==> src/rtl/booth_ctrl.sv <==
// booth_ctrl: control FSM for a radix-2 Booth multiplier (load, add/sub, arithmetic shift).
// Define BOOTH_CTRL_TIMEOUT_EN to add a busy-cycle timeout that forces DONE and sets a sticky err.
module booth_ctrl #(
    parameter int SETTLE_CYCLES  = 1,
    parameter int TIMEOUT_CYCLES = 64
) (
    input  logic clk,
    input  logic rst,
    input  logic start,
    input  logic Q0,
    input  logic Qm1,
    input  logic cnt_done,
    output logic busy,
    output logic done,
    output logic ldM,
    output logic ldQ,
    output logic clrA,
    output logic clrQm1,
    output logic addsub,
    output logic sub,
    output logic shift,
    output logic InitZcnt,
    output logic cnt,
    output logic err
);

    localparam int SW = (SETTLE_CYCLES > 1) ? $clog2(SETTLE_CYCLES) : 1;

    typedef enum logic [2:0] {
        S_IDLE, S_LOAD, S_SETTLE, S_CHECK, S_ADDSUB, S_SHIFT, S_DONE
    } state_t;

    state_t        state_q, state_d;
    logic [SW-1:0] stl_q, stl_d;
    logic          sub_q, sub_d;

`ifdef BOOTH_CTRL_TIMEOUT_EN
    localparam int TW = $clog2(TIMEOUT_CYCLES + 1);

    logic [TW-1:0] tmo_q, tmo_d;
    logic          err_q, err_d;
    logic          tmo_hit;

    // LOAD is busy cycle 1, so the cycle leaving LOAD loads 1; DONE lands on cycle TIMEOUT_CYCLES.
    assign tmo_hit = (state_q inside {S_SETTLE, S_CHECK, S_ADDSUB, S_SHIFT}) &&
                     (tmo_q == TW'(TIMEOUT_CYCLES - 2));

    always_comb begin
        tmo_d = tmo_q;
        err_d = err_q;
        if (state_q == S_LOAD)
            tmo_d = TW'(1);
        else if (state_q != S_IDLE && state_q != S_DONE)
            tmo_d = tmo_q + TW'(1);
        if (state_q == S_IDLE && start)
            err_d = 1'b0;
        else if (tmo_hit)
            err_d = 1'b1;
    end

    always_ff @(posedge clk or posedge rst) begin
        if (rst) begin
            tmo_q <= '0;
            err_q <= 1'b0;
        end else begin
            tmo_q <= tmo_d;
            err_q <= err_d;
        end
    end

    assign err = err_q;
`else
    assign err = 1'b0;
`endif

    always_ff @(posedge clk or posedge rst) begin
        if (rst) begin
            state_q <= S_IDLE;
            stl_q   <= '0;
            sub_q   <= 1'b0;
        end else begin
            state_q <= state_d;
            stl_q   <= stl_d;
            sub_q   <= sub_d;
        end
    end

    always_comb begin
        state_d = state_q;
        stl_d   = stl_q;
        sub_d   = sub_q;
        case (state_q)
            S_IDLE:   if (start) state_d = S_LOAD;
            S_LOAD: begin
                state_d = S_SETTLE;
                stl_d   = '0;
            end
            // Wait out the counter's registered flag so a stale cnt_done is never seen.
            S_SETTLE: begin
                if (stl_q == SW'(SETTLE_CYCLES - 1)) begin
                    state_d = S_CHECK;
                    stl_d   = '0;
                end else begin
                    stl_d = stl_q + SW'(1);
                end
            end
            S_CHECK: begin
                if (cnt_done) begin
                    state_d = S_DONE;
                end else begin
                    case ({Q0, Qm1})
                        2'b10: begin state_d = S_ADDSUB; sub_d = 1'b1; end
                        2'b01: begin state_d = S_ADDSUB; sub_d = 1'b0; end
                        default: state_d = S_SHIFT;
                    endcase
                end
            end
            S_ADDSUB: state_d = S_SHIFT;
            S_SHIFT:  state_d = S_SETTLE;
            S_DONE:   state_d = S_IDLE;
            default:  state_d = S_IDLE;
        endcase
`ifdef BOOTH_CTRL_TIMEOUT_EN
        if (tmo_hit) state_d = S_DONE;
`endif
    end

    always_comb begin
        busy     = (state_q != S_IDLE);
        done     = 1'b0;
        ldM      = 1'b0;
        ldQ      = 1'b0;
        clrA     = 1'b0;
        clrQm1   = 1'b0;
        addsub   = 1'b0;
        sub      = 1'b0;
        shift    = 1'b0;
        InitZcnt = 1'b0;
        cnt      = 1'b0;
        case (state_q)
            S_LOAD: begin
                ldM      = 1'b1;
                ldQ      = 1'b1;
                clrA     = 1'b1;
                clrQm1   = 1'b1;
                InitZcnt = 1'b1;
            end
            S_ADDSUB: begin
                addsub = 1'b1;
                sub    = sub_q;
            end
            S_SHIFT: begin
                shift = 1'b1;
                cnt   = 1'b1;
            end
            S_DONE:  done = 1'b1;
            default: ;
        endcase
    end

endmodule

==> config.mk <==
export PLATFORM = sky130hd
export DESIGN_NAME = booth_ctrl
export DESIGN_NICKNAME = d
export VERILOG_FILES = /design/src/rtl/booth_ctrl.sv
export SDC_FILE = /design/constraint.sdc
export NUM_CORES = 1
export LEC_CHECK = 0
export CORE_AREA = 10 10 47 49
export DETAILED_ROUTE_END_ITERATION = 6
export DIE_AREA = 0 0 57 59
export DONT_BUFFER_PORTS = 1
export GPL_TIMING_DRIVEN = 0
export PLACE_DENSITY = 0.47
export SYNTH_ARGS = -nofsm -noshare
export SYNTH_HDL_FRONTEND = slang
export SYNTH_SLANG_ARGS = --single-unit
==> constraint.sdc <==
create_clock -name clk -period 1.5 [get_ports clk]
set_clock_uncertainty 0.15 [all_clocks]
set_input_delay 0.225 -clock clk [delete_from_list [all_inputs] [get_ports clk]]
set_output_delay 0.225 -clock clk [all_outputs]
set_load 0.03 [all_outputs]
==> results of run 1 <==
==> state kept, by name, indices dropped and copies added (netlist names) <==
register / count
state_q: 3
sub_q: 1
==> worst min-delay path by stage <==
stage / to / startpoint / cells after the start / slack, ns
floorplan: state_q[0]$_DFFE_PP0P_ / rst / 1 / -0.16
global placement: sub_q$_DFFE_PP0P_ / rst / 1 / -0.14
CTS: sub_q$_DFFE_PP0P_ / Qm1 / 2 / 0.07
global route: sub_q$_DFFE_PP0P_ / Qm1 / 2 / 0.08
finish: sub_q$_DFFE_PP0P_ / Qm1 / 2 / 0.08
detailed placement: sub_q$_DFFE_PP0P_ / rst / 1 / -0.14
==> kinds of logic after synthesis <==
family | synth area share [%]
muxes | 6.827
buffers and inverters | 23.29
DFF | 32.13
other | 1.204
and+or+nand+nor | 25.70
adders and majority gates | 4.015
AOI/OAI and AO/OA | 6.827
==> critical path: cells and delay by family (launching register included) <==
family	cells	cell delay, ns
simple gates	1	0.46
buf+inv	2	0.39
flops	1	0.36
==> synthesized netlist by cell type, types with 2 or more instances <==
master,count,area [sq um]
and2b_1,2,15.01
buf_4,7,52.55
dfrtp_1,4,100.1
inv_1,4,15.01
nand2_1,2,7.510
==> final cells by class <==
cell class | instances | area share, %
Tap cell | 16 | 4.408
Multi-Input combinational cell | 19 | 38.02
Inverter | 4 | 3.306
Timing Repair Buffer | 6 | 11.29
Clock buffer | 3 | 4.959
Buffer | 8 | 15.70
Sequential cell | 4 | 22.31
==> through the flow <==
step / std cells / utilization, % / total power [mW] / cell area, sq um / worst slack, ns
3_3_place_gp: 51 / 25.36 / 0.8304 / 355.3 / -0.1346
3_5_place_dp: 51 / 25.36 / 0.8347 / 355.3 / -0.1360
2_1_floorplan: 35 / - / 0.7679 / 335.3 / -0.05176
6_report: 60 / 32.41 / 1.121 / 454.2 / -0.3132
5_1_grt: 60 / 32.41 / 1.192 / 454.2 / -0.3859
4_1_cts: 57 / 30.18 / 1.053 / 422.9 / -0.3395
==> power by group <==
| part | internal (mW) | switching [mW] |
|---|---|---|
| Sequential | 0.164 | 0.0571 |
| Combinational | 0.351 | 0.421 |
| Clock | 0.0891 | 0.0385 |
| Total | 0.605 | 0.517 |
==> layout by cell type (no fill, tap or decap), types with 2 or more instances in the layout <==
master / instances
dfrtp_1: 3
nor3b_4: 2
buf_6: 4
inv_1: 4
and2b_1: 2
nand2_1: 2
buf_4: 9
clkbuf_4: 3
==> routing by layer <==
| layer | vias up | track usage (%) | share of wire [%] |
|---|---|---|---|
| met5 | - | 0 | 0 |
| met4 | 0 | 5.034 | 0 |
| met3 | 0 | 2.146 | 14 |
| met2 | 10 | 6.357 | 53 |
| met1 | 107 | 3.118 | 33 |
| li1 | 124 | - | - |
==> timing repair <==
| action | CTS | global route |
|---|---|---|
| endpoints found under the hold margin | 4 | 0 |
| buffers inserted | 2 | 3 |
| hold buffers | 1 | 0 |
| setup endpoints to repair | 11 | 10 |
| resized for setup | 7 | 2 |
| pin swaps | 3 | 0 |
==> flow_summary.json, run 1 <==
{
  "run_status": "finished with violations",
  "violations": "setup timing",
  "r2r.worst_path.cells": 6,
  "die_x_microns": 57,
  "wl_per_cell_microns": 12.45,
  "fin_crit_sh_pct": 120.9,
  "start_util_pct": 22.23,
  "layout.area.seq_sq_um": 101.3,
  "overflow": 0,
  "crit_fanout": 5,
  "cap_violations": 0,
  "fin_crit_ns": 1.813,
  "slowest_delay_ns": 0.46,
  "cts_sinks": 4,
  "syn_area_sq_um": 311.5,
  "gp_congestion": 0.6892,
  "peakVddDrop_mv": 0.8482,
  "grt_pass1_wl_microns": 979,
  "reg2reg_to": "state_q[0]$_DFFE_PP0P_",
  "synth_edf_count": 0,
  "io_pins": 18,
  "setup_tns_ns": -2.048,
  "crit_path_start": "state_q[1]$_DFFE_PP0P_",
  "detail_route.iter0.violations": 3,
  "cts-root-buf": "clkbuf_4",
  "finalWorstSetupSlack_ns": -0.3132,
  "r2r_setup_slack_ns": 0.14,
  "grtUsageTotal_pct": 3.990,
  "critPathKind": "reg2out",
  "cts_tree": "built",
  "drc": 0,
  "crit_end": "ldM",
  "die_h_microns": 59,
  "clk_path_buf_depth": 2,
  "r2r-start": "state_q[1]$_DFFE_PP0P_",
  "multi_input_area_sq_um": 172.7,
  "nNetsFinal": 53,
  "synth_cell_types": 21,
  "synthCells": 35,
  "cp-start-kind": "register",
  "leakage_nw": 0.2368,
  "numCtsBuffers": 3,
  "critPathArrivalTime_ns": 1.44,
  "grt_max_degree": 10,
  "numPortBuffers": 0,
  "n_fill_cell": 156,
  "vias": 241,
  "end_kind": "output port",
  "p_per_area_mw_per_mm2": 2469,
  "cp.required_ns": 1.12,
  "antenna_left": 0,
  "die-area_sq_mm": 0.003363,
  "grt_pass1_vias": 232,
  "synthFlopType": "dfrtp_1",
  "drive_above_1_share_pct": 54.55,
  "rsz0062_at_grt": "yes",
  "clk_latency_ns": 0.23,
  "antenna_found_initial": 0,
  "first_pass_iters": 2,
  "ys_ff_latch": 4,
  "area_growth_syn_to_layout_pct": 45.78,
  "core_sq_mm": 0.001401,
  "slowest_stage": "nor3b_4",
  "max_freq_mhz": 551.5,
  "clk_pin_slew_ns": 0.03,
  "finalSetupViolations": 10,
  "place_hpwl_microns": 578.3,
  "path_cells": "buf_6 > nor3b_4 > buf_4",
  "synthArstFlopShare_pct": 100.0,
  "hold_slack_ns": 0.07646,
  "synth_area_per_cell_sq_um": 8.901,
  "synth_nets": 42,
  "num_rows": 14,
  "hold_class": "in2reg",
  "yosys_warnings": 0,
  "hold_viol": 0,
  "htree_levels": 1,
  "num_antenna_cells": 0,
  "wirelength_microns": 747,
  "drv_slew": 0,
  "ys_seq_area_share_pct": 32.13,
  "viasPerCell": 4.017
}
Note: power is estimated with default switching activity, not from simulation.
==> inputs of run 2 (changes only) <==
--- a/config.mk
+++ b/config.mk
@@ -11,6 +11,7 @@
 export DONT_BUFFER_PORTS = 1
 export GPL_TIMING_DRIVEN = 0
 export PLACE_DENSITY = 0.47
+export RECOVER_POWER = 100
 export SYNTH_ARGS = -nofsm -noshare
 export SYNTH_HDL_FRONTEND = slang
 export SYNTH_SLANG_ARGS = --single-unit
==> results of run 2 <==
No change in the layout: final DEF, timing and power equal those of run 1.
==> inputs of run 3 (changes only) <==
--- a/config.mk
+++ b/config.mk
@@ -5,9 +5,9 @@
 export SDC_FILE = /design/constraint.sdc
 export NUM_CORES = 1
 export LEC_CHECK = 0
-export CORE_AREA = 10 10 47 49
+export CORE_AREA = 3 3 40 42
 export DETAILED_ROUTE_END_ITERATION = 6
-export DIE_AREA = 0 0 57 59
+export DIE_AREA = 0 0 43 45
 export DONT_BUFFER_PORTS = 1
 export GPL_TIMING_DRIVEN = 0
 export PLACE_DENSITY = 0.47
==> run 3 against run 2 <==
Against the previous run:
- clock power about the same
- register-to-register slack improved by 0.03 ns
- setup slack lost 0.0053 ns
- global-route usage is 3.9 points higher
- hold slack worse by 0.013 ns
- first-iteration DRC count down 67%
- critical path depth unchanged
- largest cell class unchanged
- die area fell by 42%
- sequential share of layout area increased by 0.062 points
- core utilization is 2.8 points higher
- maximum frequency shrank 0.29%
- the flow still finishes with violations (setup timing)
- flip-flop and latch count is the same
==> flow_summary.json, run 3 (synthesis gave the netlist of run 1 again) <==
{
  "gp_congestion": 0.6533,
  "top_register": "state_q",
  "viasPerCell": 4.271,
  "n_fill_cell": 137,
  "slowest_delay_ns": 0.42,
  "num_rows": 13,
  "clk_path_buf_depth": 2,
  "rsz0062_at_grt": "yes",
  "placedCellCount": 50,
  "top_regs": "state_q (3), sub_q (1)",
  "fin_cells": 59,
  "finalSetupViolations": 9,
  "fin_crit_ns": 1.819,
  "crit_fanout": 5,
  "end_kind": "output port",
  "critPathBufInv": 1,
  "violations": "setup timing",
  "peakVddDrop_mv": 0.5748,
  "htree_levels": 1,
  "leakage_nw": 0.2373,
  "numPortBuffers": 0,
  "cap_violations": 0,
  "core_sq_mm": 0.001285,
  "cts_sinks": 4,
  "grt_use_met3_pct": 3.586,
  "die_h_microns": 45,
  "grtUsageTotal_pct": 7.840,
  "largest_reg_flops": 3,
  "clk_pin_slew_ns": 0.04,
  "run_status": "finished with violations",
  "cts-root-buf": "clkbuf_4",
  "grt_pass1_vias": 269,
  "layout_commonest_cell": "buf_4",
  "area_growth_syn_to_layout_pct": 45.38,
  "antenna_left": 0,
  "drive_above_1_share_pct": 54.55,
  "vias": 252,
  "max_freq_mhz": 549.9,
  "io_pins": 18,
  "use_met2_pct": 14.07,
  "die-area_sq_mm": 0.001935,
  "start_util_pct": 24.25,
  "numCtsBuffers": 3,
  "dp_slack_ns": -0.1579,
  "wl_per_cell_microns": 11.08,
  "critPathKind": "reg2out",
  "antenna_found_initial": 0,
  "wirelength_microns": 654,
  "r2r_setup_slack_ns": 0.17,
  "multi_input_area_sq_um": 172.7,
  "layout.area.seq_sq_um": 101.3,
  "drv_slew": 0,
  "p_per_area_mw_per_mm2": 2435,
  "critPathArrivalTime_ns": 1.44,
  "top_usage_layer": "met2",
  "path_cells": "buf_6 > nor3b_4 > and2_4",
  "hold_class": "in2reg",
  "final_cell_mix": "buf_4, inv_1, buf_6",
  "nNetsFinal": 53,
  "clk_latency_ns": 0.23,
  "detail_route.iter0.violations": 1,
  "setup_tns_ns": -1.851,
  "cts_tree": "built",
  "slowest_stage": "nor3b_4",
  "crit_family": "simple AND/OR/NAND/NOR gates",
  "cp-start-kind": "register",
  "drc": 0,
  "hold_viol": 0,
  "place_hpwl_microns": 481.9,
  "fin_crit_sh_pct": 121.2,
  "overflow": 0,
  "first_pass_iters": 2,
  "hold_slack_ns": 0.06318,
  "finalWorstSetupSlack_ns": -0.3185,
  "num_antenna_cells": 0,
  "die_x_microns": 43,
  "grt_pass1_wl_microns": 1097,
  "grt_max_degree": 10,
  "gr-usage-met1_pct": 6.295,
  "finalPower_mw": 1.103,
  "cp.required_ns": 1.12
}
run 3: cell counts in the layout (fill, tap and decap cells not counted):
Identical to the previous run, type by type.
run 3: metrics by stage:
step	utilization, %	cell area [sq um]
after floorplan	-	335.3
after global placement	27.56	354.1
after detailed placement	27.56	354.1
after CTS	32.42	416.7
after global routing	35.25	452.9
final	35.25	452.9
run 3: area by class of cell:
type                            count  share of cell area [%]
Multi-Input combinational cell     19                   38.12
Sequential cell                     4                   22.38
Buffer                              8                   15.75
Timing Repair Buffer                6                   11.33
Clock buffer                        3                   4.972
Tap cell                           15                   4.144
Inverter                            4                   3.315
run 3: where the power goes:
group | leakage (nW) | internal [mW] | total (mW) | switching, mW
clock network | 0.0138 | 0.0891 | 0.127 | 0.0381
registers | 0.0455 | 0.164 | 0.218 | 0.0540
logic | 0.178 | 0.340 | 0.757 | 0.417
run 3: worst paths after layout:
path,startpoint,to,cells past startpoint
setup / recovery,state_q[1]$_DFFE_PP0P_,sub,3
hold / removal,Qm1,sub_q$_DFFE_PP0P_,2
setup reg to reg,state_q[2]$_DFFE_PP0P_,sub_q$_DFFE_PP0P_,5
hold reg to reg,sub_q$_DFFE_PP0P_,sub_q$_DFFE_PP0P_,2
max in group asynchronous,rst,state_q[0]$_DFFE_PP0P_,2
min in group asynchronous,rst,state_q[1]$_DFFE_PP0P_,2
run 3: what timing repair did:
action / 4_1_cts / 5_1_grt
endpoints found under the hold margin: 4 / 0
gates resized for setup: 6 / 3
pin swaps: 3 / 2
buffers inserted: 2 / 3
setup endpoints to repair: 11 / 9
gates cloned: 0 / 0
hold buffers: 1 / 0
run 3: routing by layer:
| layer | share of wire, % | vias to the layer above | routed length, microns |
|---|---|---|---|
| li1 | - | 126 | - |
| met1 | 35 | 115 | 232 |
| met4 | 0 | 0 | 0 |
| met5 | 0 | - | 0 |
| met2 | 54 | 11 | 350 |
| met3 | 11 | 0 | 71 |
